==> config.mk <==
export PLATFORM = sky130hd
export DESIGN_NAME = at_resp_parser
export DESIGN_NICKNAME = d
export VERILOG_FILES = /design/src/rtl/at_resp_parser.sv
export SDC_FILE = /design/constraint.sdc
export NUM_CORES = 1
export LEC_CHECK = 0
export ABC_AREA = 1
export CAP_MARGIN = 15
export CELL_PAD_IN_SITES_DETAIL_PLACEMENT = 1
export CELL_PAD_IN_SITES_GLOBAL_PLACEMENT = 2
export CORE_ASPECT_RATIO = 0.75
export CORE_MARGIN = 2
export CORE_UTILIZATION = 36
export CTS_BUF_LIST = sky130_fd_sc_hd__clkbuf_8
export CTS_CLUSTER_DIAMETER = 150
export DETAILED_ROUTE_END_ITERATION = 10
export GPL_TIMING_DRIVEN = 0
export PLACE_DENSITY = 0.81
export REMOVE_ABC_BUFFERS = 1
export SYNTH_ARGS = -nofsm -noshare
export SYNTH_HDL_FRONTEND = slang
export SYNTH_SLANG_ARGS = --single-unit
export TNS_END_PERCENT = 30
==> constraint.sdc <==
create_clock -name clk -period 2.75 [get_ports clk]
set_input_delay 0.55 -clock clk [delete_from_list [all_inputs] [get_ports clk]]
set_output_delay 0.55 -clock clk [all_outputs]
set_load 0.05 [all_outputs]
==> src/rtl/at_resp_parser.sv <==
`timescale 1ns/1ps
// at_resp_parser
// Consumes the uart_rx byte stream from the ESP32, assembles CR/LF-terminated
// lines and classifies the final result line of an AT command as OK,
// ERROR/FAIL or timeout. The AT-command sequencer arms the parser after it
// issues a command and waits for one of the result ticks.
//
// Ports:
//   clk           in   system clock
//   reset         in   asynchronous active-low reset
//   rx_done_tick  in   one-cycle strobe, rx_data valid in that cycle
//   rx_data       in   [7:0] received byte
//   arm           in   one-cycle request to start waiting for a response
//   busy          out  high while waiting for a response
//   ok_tick       out  one-cycle pulse, "OK" line received while waiting
//   error_tick    out  one-cycle pulse, "ERROR" or "FAIL" line received while waiting
//   timeout_tick  out  one-cycle pulse, no result within TIMEOUT_CYCLES of arm
//   prompt_tick   out  one-cycle pulse, '>' data prompt received while waiting
//   last_resp     out  [1:0] held result: 00 none, 01 ok, 10 error, 11 timeout
//
// Build option:
//   AT_PROMPT_DETECT_EN  when defined, a '>' at line length 0 while waiting
//                        ends the wait with prompt_tick (CIPSEND prompt).
//                        When undefined, prompt_tick is constant 0 and '>'
//                        is an ordinary character.
//
// States:
//   IDLE | not waiting; lines are still assembled but never reported
//   WAIT | armed; first OK / ERROR / FAIL / prompt / timeout ends the wait

module at_resp_parser #(
    parameter int LINE_MAX       = 16,
    parameter int TIMEOUT_CYCLES = 100000000
) (
    input  logic       clk,
    input  logic       reset,
    input  logic       rx_done_tick,
    input  logic [7:0] rx_data,
    input  logic       arm,
    output logic       busy,
    output logic       ok_tick,
    output logic       error_tick,
    output logic       timeout_tick,
    output logic       prompt_tick,
    output logic [1:0] last_resp
);

    localparam int LEN_W     = $clog2(LINE_MAX + 1);
    localparam int TMR_W     = $clog2(TIMEOUT_CYCLES + 1);
    // Only the first five bytes can ever take part in a match ("ERROR" is
    // the longest keyword); later bytes just advance the length count.
    localparam int CMP_BYTES = 5;

    localparam logic [LEN_W-1:0] LEN_MAX  = LEN_W'(LINE_MAX);
    localparam logic [TMR_W-1:0] TMR_MAX  = '1;
    // The arm edge is the first of the TIMEOUT_CYCLES clocks, so the tick is
    // registered when the in-WAIT count reaches TIMEOUT_CYCLES-1.
    localparam logic [TMR_W-1:0] TMR_LAST = TMR_W'(TIMEOUT_CYCLES - 1);

    localparam logic [7:0] CH_CR = 8'h0D;
    localparam logic [7:0] CH_LF = 8'h0A;

    typedef enum logic {
        IDLE = 1'b0,
        WAIT = 1'b1
    } state_t;

    state_t           state, state_nxt;
    logic [TMR_W-1:0] timer, timer_nxt;
    logic [1:0]       last_nxt;
    logic             ok_nxt, err_nxt, to_nxt, pr_nxt;
    logic             line_clr;

    logic [7:0]       line_buf [CMP_BYTES];
    logic [LEN_W-1:0] len, len_base, len_nxt;
    logic             ovf, ovf_nxt;
    logic             store_en;

    logic             is_cr, is_lf;
    logic             line_end, line_ok, line_err, prompt_hit;

    assign is_cr = (rx_data == CH_CR);
    assign is_lf = (rx_data == CH_LF);

    // A completed, non-empty, non-overflowed line is a match candidate.
    assign line_end = rx_done_tick && is_lf && (len != '0) && !ovf;

    assign line_ok  = line_end && (len == LEN_W'(2))
                      && (line_buf[0] == 8'h4F) && (line_buf[1] == 8'h4B);

    assign line_err = line_end && (
                         ((len == LEN_W'(5))
                          && (line_buf[0] == 8'h45) && (line_buf[1] == 8'h52)
                          && (line_buf[2] == 8'h52) && (line_buf[3] == 8'h4F)
                          && (line_buf[4] == 8'h52))
                      || ((len == LEN_W'(4))
                          && (line_buf[0] == 8'h46) && (line_buf[1] == 8'h41)
                          && (line_buf[2] == 8'h49) && (line_buf[3] == 8'h4C)));

`ifdef AT_PROMPT_DETECT_EN
    assign prompt_hit = (state == WAIT) && rx_done_tick
                        && (rx_data == 8'h3E) && (len == '0);
`else
    assign prompt_hit = 1'b0;
`endif

    always_ff @(posedge clk or negedge reset) begin
        if (!reset) begin
            state        <= IDLE;
            timer        <= '0;
            last_resp    <= 2'b00;
            ok_tick      <= 1'b0;
            error_tick   <= 1'b0;
            timeout_tick <= 1'b0;
            prompt_tick  <= 1'b0;
        end else begin
            state        <= state_nxt;
            timer        <= timer_nxt;
            last_resp    <= last_nxt;
            ok_tick      <= ok_nxt;
            error_tick   <= err_nxt;
            timeout_tick <= to_nxt;
            prompt_tick  <= pr_nxt;
        end
    end

    always_comb begin
        state_nxt = state;
        timer_nxt = timer;
        last_nxt  = last_resp;
        ok_nxt    = 1'b0;
        err_nxt   = 1'b0;
        to_nxt    = 1'b0;
        pr_nxt    = 1'b0;
        line_clr  = 1'b0;
        case (state)
            IDLE: begin
                if (arm) begin
                    state_nxt = WAIT;
                    timer_nxt = '0;
                    last_nxt  = 2'b00;
                    line_clr  = 1'b1;
                end
            end
            WAIT: begin
                timer_nxt = (timer == TMR_MAX) ? timer : timer + 1'b1;
                // Priority: a line result beats a timeout landing on the same edge.
                if (line_ok) begin
                    ok_nxt    = 1'b1;
                    last_nxt  = 2'b01;
                    state_nxt = IDLE;
                end else if (line_err) begin
                    err_nxt   = 1'b1;
                    last_nxt  = 2'b10;
                    state_nxt = IDLE;
                end else if (prompt_hit) begin
                    pr_nxt    = 1'b1;
                    last_nxt  = 2'b01;
                    state_nxt = IDLE;
                end else if (timer_nxt >= TMR_LAST) begin
                    to_nxt    = 1'b1;
                    last_nxt  = 2'b11;
                    state_nxt = IDLE;
                end
            end
            default: state_nxt = IDLE;
        endcase
    end

    assign busy = (state == WAIT);

    // Line assembly. Arm discards any partial line first, so a byte arriving
    // on the arm cycle lands at index 0 of the fresh line.
    always_comb begin
        len_base = line_clr ? '0 : len;
        len_nxt  = len_base;
        ovf_nxt  = line_clr ? 1'b0 : ovf;
        store_en = 1'b0;
        if (rx_done_tick && !prompt_hit && !is_cr) begin
            if (is_lf) begin
                len_nxt = '0;
                ovf_nxt = 1'b0;
            end else if (len_base == LEN_MAX) begin
                ovf_nxt = 1'b1;
            end else begin
                store_en = 1'b1;
                len_nxt  = len_base + 1'b1;
            end
        end
    end

    always_ff @(posedge clk or negedge reset) begin
        if (!reset) begin
            len <= '0;
            ovf <= 1'b0;
            for (int i = 0; i < CMP_BYTES; i++) begin
                line_buf[i] <= 8'h00;
            end
        end else begin
            len <= len_nxt;
            ovf <= ovf_nxt;
            for (int i = 0; i < CMP_BYTES; i++) begin
                if (store_en && (len_base == LEN_W'(i))) begin
                    line_buf[i] <= rx_data;
                end
            end
        end
    end

endmodule

# After elaboration in Yosys (flattened, before gate mapping)
# Cells that the tools add are included.
# classes
n_eq_ne,24
order_cmp,1
add_sub_neg,2
mux,34
bitwise_logic,1
n_reduce_logical,28
# op_table
cell,n
"8-bit by 7-bit == test with 1-bit output, second input constant",11
27-bit two-way mux,2
27-bit one-hot mux with 2 select lines,1
"27-bit by 1-bit adder with 27-bit output, second input constant",1
"27-bit == test, second input constant",1
"27-bit greater-or-equal comparator, second input constant",1
1-bit logical AND,22
1-bit two-way mux,21
5-bit two-way mux,4
"8-bit by 4-bit == test with 1-bit output, second input constant",2
"5-bit by 2-bit == test with 1-bit output, second input constant",3
"5-bit by 3-bit == test with 1-bit output, second input constant",3
2-bit two-way mux,4
"5-bit by 1-bit adder with 5-bit output, second input constant",1
"5-bit by 1-bit == test with 1-bit output, second input constant",1
"5-bit == test, second input constant",1
5-bit zero test,1
5-bit nonzero test,1
"4-bit by 1-bit inequality test with 1-bit output, second input constant",1
2-bit one-hot mux with 2 select lines,1
1-bit zero test,2
"2-bit inequality test, second input constant",1
1-bit one-hot mux with 2 select lines,1
2-bit AND reduction,1
other kinds (2),2
# totals
out_inout_bits,7
inputBits,12
word_cells,103
reg_bits,79

# Longest topological paths before layout
# depth
ltp_word,11
depth_mapped,17
ltp_nobuf,17

# Worst setup path before layout
# OpenSTA, ideal clock, no wires.
# synth_path
path_kind,flip-flop to flip-flop
startpoint,"register state, in the netlist busy"
endpoint,register line_buf[23] in the netlist's numbering
t_arrival_ns,2.362
setup_time_ns,0.127
path_buffers,1
stages_incl_launch_ff,14
period_less_slack_ns,2.489
required_ns,2.623
slack_ns,0.261
cell_sequence,dfrtp_1 -> nor2_1 -> nor2_1 -> inv_1 -> ha_1 -> inv_1 -> nor2_1 -> inv_1 -> nor2_1 -> nor2_2 -> nand4_1 -> buf_4 -> nand2_1 -> o21ai_0
# synth_between
elab_chain_cells,7
word_cells_on_any_way,8
cone_classes,eq/ne: 2; mux: 5; reduce/logical: 1
# synth_rtl
item,line,rtl
start: declaration,68,"state_t state, state_nxt;"
start signal: assignment,117,state <= state_nxt;
1-bit two-way mux *,136,case (state)
5-bit two-way mux *,175,len_base = line_clr ? '0 : len;
5-bit == test,183,end else if (len_base == LEN_MAX) begin
1-bit two-way mux,183,
1-bit two-way mux,180,if (is_lf) begin
1-bit two-way mux,179,if (rx_done_tick && !prompt_hit && !is_cr) begin
1-bit logical AND *,203,if (store_en && (len_base == LEN_W'(i))) begin
end signal: indexed assignment,204,line_buf[i] <= rx_data;
end: declaration,74,logic [7:0] line_buf [CMP_BYTES];
# Every way passes the cells marked *; elsewhere a longest branch is shown, timed or not.
# A chain may end at the register's enable or synchronous reset.

# Worst setup path in the final report
# layout_path
startpoint,input port arm
endpoint,register line_buf[8] in the netlist's numbering
# layout_between
elab_chain_cells,8
word_cells_on_any_way,9
cone_classes,eq/ne: 2; mux: 6; reduce/logical: 1
# layout_rtl
item,line,rtl
start: declaration,39,"input logic arm,"
1-bit two-way mux *,138,if (arm) begin
1-bit two-way mux *,136,
5-bit two-way mux *,175,
5-bit == test,183,
1-bit two-way mux,183,
1-bit two-way mux,180,
1-bit two-way mux,179,
1-bit logical AND *,203,
# Marked as above.

==> results.md <==
* Status: completed
* Setup violations, final at 0
* Die W at ~140 microns
* First-pass GRT wire length at 24600 microns
* Diodes inserted at 0
* Leading cell type in the layout, fill and taps excluded: nand2_1
* Starting density of the core at 37.4%
* Final WL at 15000 microns
* 1st-pass router iterations at 4
* Mean Syn Cell Area at ~7 sq um
* Pwr dens at 895 nW/um^2
* Data required, critical path at between 2 and 3 ns
* ANT nets after route at 0
* FF+latch count, synth at just under 80
* CTS Buf Count at 9
* Vias/cell at approximately 5.2
* Critical path fanouts, max at 16
* H-tree depth at 3
* Overflow after GRT at 0
* Fin cells at 850
* WP buf/inv at 6
* WL/cell at 17.6 microns
* Design Area, Final at around 5300 sq um
* GPL Wtd Cong at approximately 0.82
* Critical Path Source: arm
* Placed instance area at 4960 sq um
* Commonest cells after routing, fill and taps aside: nand2_1 (199), inv_1 (84), dfrtp_1 (78)
* Worst slew pin tran at 1.08 ns
* Pin count of the biggest net entering global routing at a little under 60
* Worst Clk Skew at between 0.01 and 0.015 ns
* Vias at between 4000 and 5000
* DRT iter0 DRCs at approximately 250
* Worst Path Arrival at between 2 and 3 ns
* Fmax at 0.389 GHz
* Worst VDD drop at 0.378 mV
* Nets at between 600 and 700
* Die height at just over 100 microns
* WS Path Type: in2reg
* Fillers at about 1600
* Initial antenna violation count at 0
* Reg-to-Reg Start: timer[14]
* Fin Setup TNS at 0 ns
* Critical Path Max Stage Delay at roughly 0.41 ns
* Mapped Cells at 657
* Netlist Area Pre-Place at ~4600 sq um
* Cell Chain, Critical Path: clkdlybuf4s50_1 -> inv_2 -> nor2_4 -> nor2_2 -> inv_1 -> ha_1 -> inv_1 -> nor2_2 -> inv_1 -> nor2_2 -> nor2_4 -> nand4_1 -> buf_4 -> nand2_1 -> o21ai_0
* Worst Hold Class: in2async
* Max Cap Viol at 0
* Final min period at 2.57 ns
* Row count at 35
* R2R setup slack at 0.22 ns
* CTS tree: done
* Final hold vios at 0
* Worst-Skew Late Latency at roughly 0.37 ns
* Crit path max-delay family: buffers and inverters
* Number of global-route vias before repair at 4668
* Slew Limit Fails at 0
* Port Buffers at 17
* Max clock buf depth at 2
* Area delta synth->final at 14.4%
* Tot Pwr at between 4000 and 5000 uW
* Overall fraction of global-route tracks in use at between 20% and 30%
* Synth cell types at 33
* Critical-path cell with the highest stage delay: clkdlybuf4s50_1
* Reg clk slew, reported paths at roughly 0.09 ns
* Clock sinks at about 80
* Core area at 12400 sq um
* # DRC at 0
* Slew headroom at 28.0%
* Startpoint type of the worst setup path: input port
* Placed instance count at between 800 and 900
* IO Pins at 19
* Clk root buf: clkbuf_8
* Sequential fraction of the synthesis area at between 40% and 50%
* Period utilization at around 93%
* LEAKAGE at roughly 0.0024 uW
* Ys Warns at 0
* Die area at around 14000 sq um
* Endpoint type of the worst setup path: flip-flop
* Layout cell share with drive strength beyond 1 at 8.48%
* Detailed placement HPWL at 11000 microns
-- per-stage QoR --
step / hold WS (ns) / worst slack (ns) / utilization [%]
global placement: 0.458 / -1.97 / 39.7
floorplan: 0.254 / -0.0824 / -
global route: 0.0812 / -0.00601 / 42.8
detailed placement: 0.476 / -0.971 / 39.9
CTS: 0.0706 / 0.0330 / 42.3
finish: 0.0806 / 0.180 / 42.8
-- logic make-up (layout without fill, tap and decap cells) --
kind of cell             after synthesis  in the layout  synth area share, %
AO/OA/AOI/OAI                         85             85                 9.66
XOR/XNOR                               9              9                 1.70
other                                  1              1               0.0807
buffers and inverters                100            126                 8.88
adder cells (fa/ha/maj)                5              5                 1.35
AND/OR/NAND/NOR                      378            379                 35.8
flip-flops                            79             79                 42.5
-- registers in the layout (all words and copies together), names as in the netlist --
name	cells
error_tick	1
line_buf	40
ovf	1
last_resp	2
ok_tick	1
busy	1
len	5
timer	27
timeout_tick	1
-- per-layer routing --
metal,part of all wire (%),routed length (microns),GRT usage [%]
met3,4.0,600,3.77
met5,0,0,0
met4,1.2,185,6.41
met1,53,7970,35.1
met2,42,6210,34.4
-- cells in the mapped netlist --
master      n  area [sq um]
inv_1      85           319
nor2_4      3          33.8
nand4_1    25           156
and3_1      1          6.26
dfrtp_1    79          1980
nor2_1     73           274
buf_6       2          22.5
xor2_1      8          70.1
nand3_1    41           205
o22ai_1     9          56.3
buf_4       6          45.0
clkbuf_1    3          11.3
o31ai_1     1          7.51
clkinv_1    1          3.75
nor4b_1     2          17.5
buf_1       2          7.51
nor3_1      9          45.0
ha_1        5          62.6
nor2_2      7          43.8
nor4_1      5          31.3
conb_1      1          3.75
a21oi_2     2          17.5
o21ai_1     2          10.0
inv_2       1          3.75
o21ai_0    66           330
nand2_4     2          22.5
nand3_2     2          20.0
a21boi_0    1          7.51
nand2_2     5          31.3
xnor2_1     1          8.76
a21oi_1     4          20.0
nand3b_1    4          30.0
nand2_1   199           747
-- layout make-up --
class	instances	area (sq um)	share of cell area, %
clock buffers	10	138	2.59
clock inverters	6	93.8	1.76
inverters	87	327	6.14
multi-input cells	479	2340	44.0
flip-flops and latches	79	1980	37.2
well taps	166	208	3.91
repair buffers	23	233	4.38
-- power breakdown --
part	total (uW)	switching, uW	internal (uW)
registers	2020	410	1610
logic	1710	1140	571
clock network	1020	483	541
-- final timing paths --
check | to | cells past startpoint
max | line_buf[8] | 15
min | line_buf[13] | 1
max reg2reg | last_resp[0] | 15
min reg2reg | line_buf[12] | 2
max in group asynchronous | busy | 2
min in group clk | line_buf[12] | 2
-- repair_timing --
item                       CTS  global route
setup buffers                3             2
cloned                       0             1
gates resized for setup     10             9
pin swaps                    3             3
hold endpoints to repair     0             0
hold buffers                 0             0
setup endpoints to repair   71            44
Power figures use the tool's default switching activity.
